`config.mk`:
```
export PLATFORM = sky130hd
export DESIGN_NAME = core_run_ctrl
export DESIGN_NICKNAME = d
export VERILOG_FILES = /design/src/rtl/run_ctrl_pkg.sv /design/src/rtl/run_ctrl_stop_detect.sv /design/src/rtl/core_run_ctrl.sv
export SDC_FILE = /design/constraint.sdc
export NUM_CORES = 1
export LEC_CHECK = 0
export ABC_AREA = 0
export ABC_CLOCK_PERIOD_IN_PS = 3600
export BUFFER_PORTS_ARGS = -buffer_cell sky130_fd_sc_hd__buf_2
export CAP_MARGIN = 25
export CORE_AREA = 5 5 78 80
export CTS_CLUSTER_DIAMETER = 200
export DETAILED_ROUTE_END_ITERATION = 10
export DIE_AREA = 0 0 83 85
export PLACE_DENSITY = 0.78
export REMOVE_ABC_BUFFERS = 1
export SYNTH_ARGS = -nofsm -noshare
export SYNTH_HDL_FRONTEND = slang
export SYNTH_SLANG_ARGS = --single-unit
```
`constraint.sdc`:
```
create_clock -name clk -period 3.6 [get_ports clk]
set_input_delay 0.18 -clock clk [delete_from_list [all_inputs] [get_ports clk]]
set_output_delay 0.18 -clock clk [all_outputs]
set_load 0.05 [all_outputs]
```
`src/rtl/run_ctrl_pkg.sv`:
```
// Shared types for the core run/halt sequencer: host command codes, sequencer
// states, halt causes and the EBREAK encoding.
package run_ctrl_pkg;

  typedef enum logic [1:0] {
    CMD_RUN  = 2'd0,
    CMD_HALT = 2'd1,
    CMD_STEP = 2'd2,
    CMD_CLR  = 2'd3
  } cmd_op_t;

  typedef enum logic [1:0] {
    ST_HALTED  = 2'd0,
    ST_RUNNING = 2'd1,
    ST_STEP    = 2'd2
  } run_state_t;

  typedef enum logic [2:0] {
    CAUSE_NONE   = 3'd0,
    CAUSE_HOST   = 3'd1,
    CAUSE_BP     = 3'd2,
    CAUSE_EBREAK = 3'd3,
    CAUSE_STEP   = 3'd4
  } halt_cause_t;

  localparam logic [31:0] EBREAK_INSN = 32'h00100073;

endpackage

```
`src/rtl/run_ctrl_stop_detect.sv`:
```
// Combinational stop detector: PC breakpoint and EBREAK match, masked by skip.
// The breakpoint comparator exists only when RUN_CTRL_BP_EN is defined.
module run_ctrl_stop_detect
  import run_ctrl_pkg::*;
#(
  parameter int XLEN = 32
) (
  input  logic [XLEN-1:0] pc_i,
  input  logic [31:0]     instruction_i,
  input  logic            bp_en_i,
  input  logic [XLEN-1:0] bp_addr_i,
  input  logic            skip_i,
  output logic            stop_o,
  output halt_cause_t     cause_o
);

  logic ebreak_hit;
  logic bp_hit;

  assign ebreak_hit = (instruction_i == EBREAK_INSN);

`ifdef RUN_CTRL_BP_EN
  assign bp_hit = bp_en_i & (pc_i == bp_addr_i);
`else
  logic unused_bp;
  assign unused_bp = ^{bp_en_i, bp_addr_i, pc_i};
  assign bp_hit    = 1'b0;
`endif

  assign stop_o  = (bp_hit | ebreak_hit) & ~skip_i;
  // Breakpoint takes priority when both match the same instruction.
  assign cause_o = bp_hit ? CAUSE_BP : CAUSE_EBREAK;

endmodule

```
`src/rtl/core_run_ctrl.sv`:
```
// Run/halt/step sequencer gating architectural commits of the single-cycle core.
// Optional breakpoint comparator enabled by defining RUN_CTRL_BP_EN.
module core_run_ctrl
  import run_ctrl_pkg::*;
#(
  parameter int XLEN        = 32,
  parameter int CNT_W       = 32,
  parameter bit BOOT_HALTED = 1'b0
) (
  input  logic             clk,
  input  logic             reset,
  // Command handshake: a command transfers on a rising edge where
  // cmd_valid & cmd_ready; cmd_op must be stable while cmd_valid is high.
  input  logic             cmd_valid,
  output logic             cmd_ready,
  input  logic [1:0]       cmd_op,
  input  logic [XLEN-1:0]  pc,
  input  logic [31:0]      instruction,
  input  logic             bp_en,
  input  logic [XLEN-1:0]  bp_addr,
  output logic             core_en,
  output logic             halted,
  output logic [2:0]       halt_cause,
  output logic             step_done,
  output logic [CNT_W-1:0] retire_cnt
);

  localparam run_state_t RESET_STATE = BOOT_HALTED ? ST_HALTED : ST_RUNNING;

  run_state_t       state_q, state_d;
  halt_cause_t      cause_q, cause_d;
  logic             skip_q, skip_d;
  logic             step_done_q, step_done_d;
  logic [CNT_W-1:0] cnt_q, cnt_d;

  logic        stop;
  halt_cause_t stop_cause;
  logic        cmd_fire;
  cmd_op_t     op;

  run_ctrl_stop_detect #(.XLEN(XLEN)) u_stop_detect (
    .pc_i          (pc),
    .instruction_i (instruction),
    .bp_en_i       (bp_en),
    .bp_addr_i     (bp_addr),
    .skip_i        (skip_q),
    .stop_o        (stop),
    .cause_o       (stop_cause)
  );

  assign op        = cmd_op_t'(cmd_op);
  // Reset gates commit and the handshake directly so nothing leaks while low.
  assign core_en   = reset & (state_q != ST_HALTED) & ~stop;
  assign cmd_ready = reset & (state_q != ST_STEP);
  assign cmd_fire  = cmd_valid & cmd_ready;

  assign halted     = (state_q == ST_HALTED);
  assign halt_cause = cause_q;
  assign step_done  = step_done_q;
  assign retire_cnt = cnt_q;

  always_comb begin
    state_d     = state_q;
    cause_d     = cause_q;
    skip_d      = skip_q;
    step_done_d = (state_q == ST_STEP) & core_en;
    cnt_d       = cnt_q + {{(CNT_W-1){1'b0}}, core_en};
    if (core_en) skip_d = 1'b0;

    case (state_q)
      ST_HALTED: begin
        if (cmd_fire) begin
          case (op)
            CMD_RUN: begin
              state_d = ST_RUNNING;
              skip_d  = 1'b1;
              cause_d = CAUSE_NONE;
            end
            CMD_STEP: begin
              state_d = ST_STEP;
              skip_d  = 1'b1;
              cause_d = CAUSE_NONE;
            end
            CMD_CLR: cnt_d = '0;
            default: ;
          endcase
        end
      end
      ST_RUNNING: begin
        if (stop) begin
          state_d = ST_HALTED;
          cause_d = stop_cause;
        end else if (cmd_fire && op == CMD_HALT) begin
          state_d = ST_HALTED;
          cause_d = CAUSE_HOST;
        end
      end
      ST_STEP: begin
        state_d = ST_HALTED;
        cause_d = core_en ? CAUSE_STEP : stop_cause;
      end
      default: state_d = RESET_STATE;
    endcase
  end

  always_ff @(posedge clk or negedge reset) begin
    if (!reset) begin
      state_q     <= RESET_STATE;
      cause_q     <= CAUSE_NONE;
      skip_q      <= 1'b0;
      step_done_q <= 1'b0;
      cnt_q       <= '0;
    end else begin
      state_q     <= state_d;
      cause_q     <= cause_d;
      skip_q      <= skip_d;
      step_done_q <= step_done_d;
      cnt_q       <= cnt_d;
    end
  end

endmodule

```
Word level (Yosys, flattened, before mapping)
Index checks and enable logic that the tools add are counted.
{ "classes": {"n_addsub": 1, "eq_ne": 11, "n_mux": 18, "bitwise_logic": 8, "reduce_logical": 8} }
{ "ops": {"columns": ["operator", "n"], "rows": [
  ["$mux W32", 3],
  ["$add A32 B1 Y32", 1],
  ["$eq A32 B21 Y1 const B", 1],
  ["$mux W3", 5],
  ["$pmux W3 S3", 1],
  ["$and A1 B1 Y1", 6],
  ["$eq A2 B2 Y1 const B", 3],
  ["$mux W2", 3],
  ["$pmux W2 S3", 1],
  ["$eq A2 B1 Y1 const B", 2],
  ["$logic_not A2 Y1", 2],
  ["$mux W1", 4],
  ["$ne A2 B2 Y1 const B", 2],
  ["$pmux W2 S2", 1],
  ["$reduce_and A4 Y1", 1],
  ["$ne A3 B1 Y1 const B", 1],
  ["$ne A3 B3 Y1 const B", 1],
  ["$reduce_and A3 Y1", 1],
  ["$reduce_bool A3 Y1", 1],
  ["$ne A2 B1 Y1 const B", 1],
  ["$not A1 Y1", 2],
  ["$reduce_bool A2 Y1", 1],
  ["$reduce_or A2 Y1", 1],
  ["$logic_and A1 B1 Y1", 1]
]} }
{ "word_totals": {"ff_bits": 39, "inputBits": 102, "out_inout_bits": 39} }

Depth between registers and ports, before layout
{ "logic_depth": {"word_depth": 8, "ltp_mapped": 11, "ltp_nobuf": 10} }

Modules after synthesis
From an unflattened synthesis, not the netlist that was laid out.
{ "hier_totals": {"hier_cells": 247, "hier_area_um2": 2338.5} }
{ "by_module_without_submodules": {"columns": ["mod", "instances", "cells_each", "area_per_inst_um2", "seq_area_each_um2"], "rows": [
  ["core_run_ctrl", 1, 228, 2218.4, 977.2],
  ["run_ctrl_stop_detect", 1, 19, 120.1, 0.0]
]} }

Least setup slack after synthesis
No wires, ideal clock.
{ "synth_timing": {"path_type": "flip-flop to flip-flop", "start": "register state_q[0]", "end": "register cnt_q[26], in the netlist retire_cnt[26]", "arrival_ns": 3.708, "slack_ns": -0.240, "path_stages_with_launch": 12, "n_path_buf": 1, "synth_period_minus_slack_ns": 3.840, "path_cell_list": "dfstp_2 > inv_1 > ha_1 > nand2b_1 > a31oi_1 > ha_1 > ha_1 > nand4_2 > buf_4 > nor4_1 > xnor2_1 > nor2_1"} }
{ "synth_via": {"elab_cells_between_ends": 11, "classes_between": "1 x add/sub; 1 x eq/ne; 3 x mux; 4 x bitwise; 2 x reduce/logical"} }
{ "synth_rtl": {"columns": ["element", "line", "source"], "rows": [
  ["from (decl)", "core_run_ctrl.sv:30", "run_state_t state_q, state_d;"],
  ["from (signal assigned)", "core_run_ctrl.sv:114", "state_q <= state_d;"],
  ["$logic_not A2 Y1", null, null],
  ["via halted", "core_run_ctrl.sv:22", "output logic halted,"],
  ["$mux W32", "core_run_ctrl.sv:70", "case (state_q)"],
  ["via cnt_d[26]", "core_run_ctrl.sv:34", "logic [CNT_W-1:0] cnt_q, cnt_d;"],
  ["to (signal assigned)", "core_run_ctrl.sv:118", "cnt_q <= cnt_d;"],
  ["to (decl)", "core_run_ctrl.sv:34", null]
]} }
The timed path passes the listed nets, and every way through them passes these cells.
A chain may end at the register's enable or synchronous reset.

Worst setup path in the final report
{ "layout_timing": {"start": "register state_q[0]", "end": "register cnt_q[28], in the netlist retire_cnt[28]"} }
{ "layout_via": {"elab_chain_cells": 7, "elab_cells_between_ends": 11, "classes_between": "1 x add/sub; 1 x eq/ne; 3 x mux; 4 x bitwise; 2 x reduce/logical"} }
{ "layout_lines": {"columns": ["element", "line", "source"], "rows": [
  ["$reduce_bool A2 Y1", "core_run_ctrl.sv:53", "assign core_en = reset & (state_q != ST_HALTED) & ~stop;"],
  ["$and A1 B1 Y1 (2 in a row)", "core_run_ctrl.sv:53", null],
  ["$add A32 B1 Y32", "core_run_ctrl.sv:67", "cnt_d = cnt_q + {{(CNT_W-1){1'b0}}, core_en};"],
  ["$mux W32", "core_run_ctrl.sv:73", "case (op)"],
  ["$mux W32", "core_run_ctrl.sv:72", "if (cmd_fire) begin"],
  ["$mux W32 *", "core_run_ctrl.sv:70", null],
  ["via cnt_d[28]", "core_run_ctrl.sv:34", null]
]} }
Mark *: on every way through the listed nets, which the timed path passes. The rest lies on a longest branch.

==> results.cfg <==
[timing]
hold_slack_ps = -4.16
finalCriticalPeriod_ps = 3160
drv_slew = 0
slew_headroom_pct = 64.1
skew_ps = 5.39
rsz0062_at_grt = no
setup_tns_ps = 0
setup_viol = 0
fmax_mhz = 317
worstMarginPinSlew_ps = 537
period_share_pct = 87.7
timing_hold_violations_final = 4

[cts]
cts-root-buf = clkbuf_8
post_cts_resized = 0
postCtsHoldBufs = 0
htreeDepth = 2
clock-sinks = 39
cts_tree = built
numCtsBuffers = 5
cts_setup_buffers = 0
cts.path.max_buffers = 2
clk_pin_slew_ps = 70
clk_latency_ps = 280

[setup_path]
required_ps = 3760
criticalPathCategory = reg2reg
slowest_delay_ps = 570
arrival_ps = 3320
cp_top_family = simple AND/OR/NAND/NOR gates
crit_buf_inv = 1
worstPathCellList = inv_1, ha_1, nand2b_1, a31oi_1, ha_1, ha_1, nand4_2, nor4b_1, xnor2_1, nor2_1
crit_path_start_kind = flop
setup.worst_path.end_class = flop
cp_max_fo = 12
cp_common_cell = ha_1
crit_slowest_cell = dfstp_2

[synthesis]
synth-seq-area-share_pct = 45.4
yosys-top-cells-area = dfrtp_1 (44%), xnor2_1 (10%), nor2_1 (6.6%)
ys_ff_latch = 39
syn-cell-area_mm2 = 0.00215
async_reset_ff_share_pct = 100
synth_area_leader_cell = dfrtp_1
synth-edff-count = 0
synth_cells = 217
synthFlopType = dfrtp_1
yosysWarnings = 0
synth_top_cell_area_share_pct = 44.2
ys_types = 44
postSynthAreaPerCell_um2 = 9.91

[global_routing]
antenna_found_initial = 0
grt_pass1_wl_um = 8780
track_usage_pct = 14.8
grt_overflow_total = 0
grt_pass1_vias = 1882
grt_max_degree = 42

[power_and_ir_drop]
vdd_drop_max_uv = 386
power_mw = 1.37
power.density_mw_per_mm2 = 507
leakage_nw = 1.33

[die]
dieArea_mm2 = 0.00706
fp.coreArea_mm2 = 0.00534
rows = 27
die_h_um = 85
initial_utilization_pct = 40.3
io_pins = 141
fp.dieW_um = 83

[job]
drv_cap = 0

[layout]
syn2layout_area_growth_pct = 26.0
final_cells = 368
layout-drive-gt1-share_pct = 32.8
antenna_cells = 0
final_cell_mix = buf_2 (75), dfrtp_1 (38), nor2_1 (37), xnor2_1 (25), inv_1 (12)
final_common_cell = buf_2
nNetsFinal = 405

[outcome]
violations = hold timing
status = finished with violations

[drt]
firstDrtPassIters = 4
postRouteAntennaNets = 0
drc = 0
postRouteWirelength_um = 5050
wire_per_inst_um = 13.7
drtIter0Drc = 113
viasPerCell = 5.14
num_vias = 1892

[worst_hold_path]
hold_class = in2async

[placed_design]
gp_congestion = 0.761
dp_cells = 361
dp_hpwl_um = 3730
io_buffers = 75
stage by stage:
stage	setup WS, ps	util, %	cell area (um^2)
after floorplan	-326	-	2120
after global placement	470	48.9	2610
after detailed placement	444	48.9	2610
after CTS	416	50.8	2710
after global routing	184	50.8	2710
final	441	50.8	2710
logic make-up after synthesis:
group	after synthesis	synth area share, %
mux	3	1.69
simple gates	108	28.8
xor+xnor	30	12.2
compound gates	12	4.13
flops	39	45.4
buf+inv	18	3.66
fa+ha+maj	7	4.07
synth_stat cells (4+ instances only):
master	instances
nor4_1	10
dfrtp_1	38
and4_1	6
inv_1	12
ha_1	7
nand4_1	4
nor2b_1	4
nor2_1	38
nand2_1	9
clkbuf_1	4
nor4b_1	4
nand3_1	11
xor2_1	5
xnor2_1	25
nor3_1	6
per-layer routing:
| metal | up-vias | global-route usage (%) | routed length, um |
|---|---|---|---|
| li1 | 915 | - | - |
| met1 | 913 | 18.5 | 2220 |
| met2 | 59 | 25.2 | 2460 |
| met3 | 5 | 4.08 | 336 |
| met4 | 0 | 3.86 | 37 |
| met5 | - | 0 | 0 |
power by group:
group | total, mW | internal, mW | leakage (nW) | switching (mW)
Combinational | 0.482 | 0.147 | 0.746 | 0.335
Clock | 0.345 | 0.203 | 0.0513 | 0.142
Sequential | 0.547 | 0.493 | 0.533 | 0.0536
flip-flops by register name, indices dropped and copies added (netlist names):
name and cells:
retire_cnt 32, halt_cause 3, state_q 2, skip_q 1, step_done 1
final cells by class:
cell class,instances,area [um^2]
repair buffers,78,398
well taps,72,90.1
inverters,12,45.0
multi-input cells,160,1100
fillers,530,2630
clock inverters,1,30.0
clock buffers,6,72.6
flip-flops and latches,39,977
path summary, 6_finish.rpt:
path / slack, ps / start / cells past startpoint / endpoint
max in group asynchronous: 3230 / reset / 2 / state_q[0]$_DFFE_PN1P_
hold reg to reg: 510 / halt_cause[1]$_DFFE_PN0P_ / 1 / halt_cause[1]$_DFFE_PN0P_
hold / removal: -4 / reset / 2 / retire_cnt[11]$_DFF_PN0_
setup / recovery: 440 / state_q[0]$_DFFE_PN1P_ / 10 / retire_cnt[28]$_DFF_PN0_
setup reg to reg: 440 / state_q[0]$_DFFE_PN1P_ / 10 / retire_cnt[28]$_DFF_PN0_
min in group clk: 150 / cmd_op[0] / 2 / state_q[1]$_DFFE_PN0P_
No activity file was read; power rests on OpenSTA's default activity.
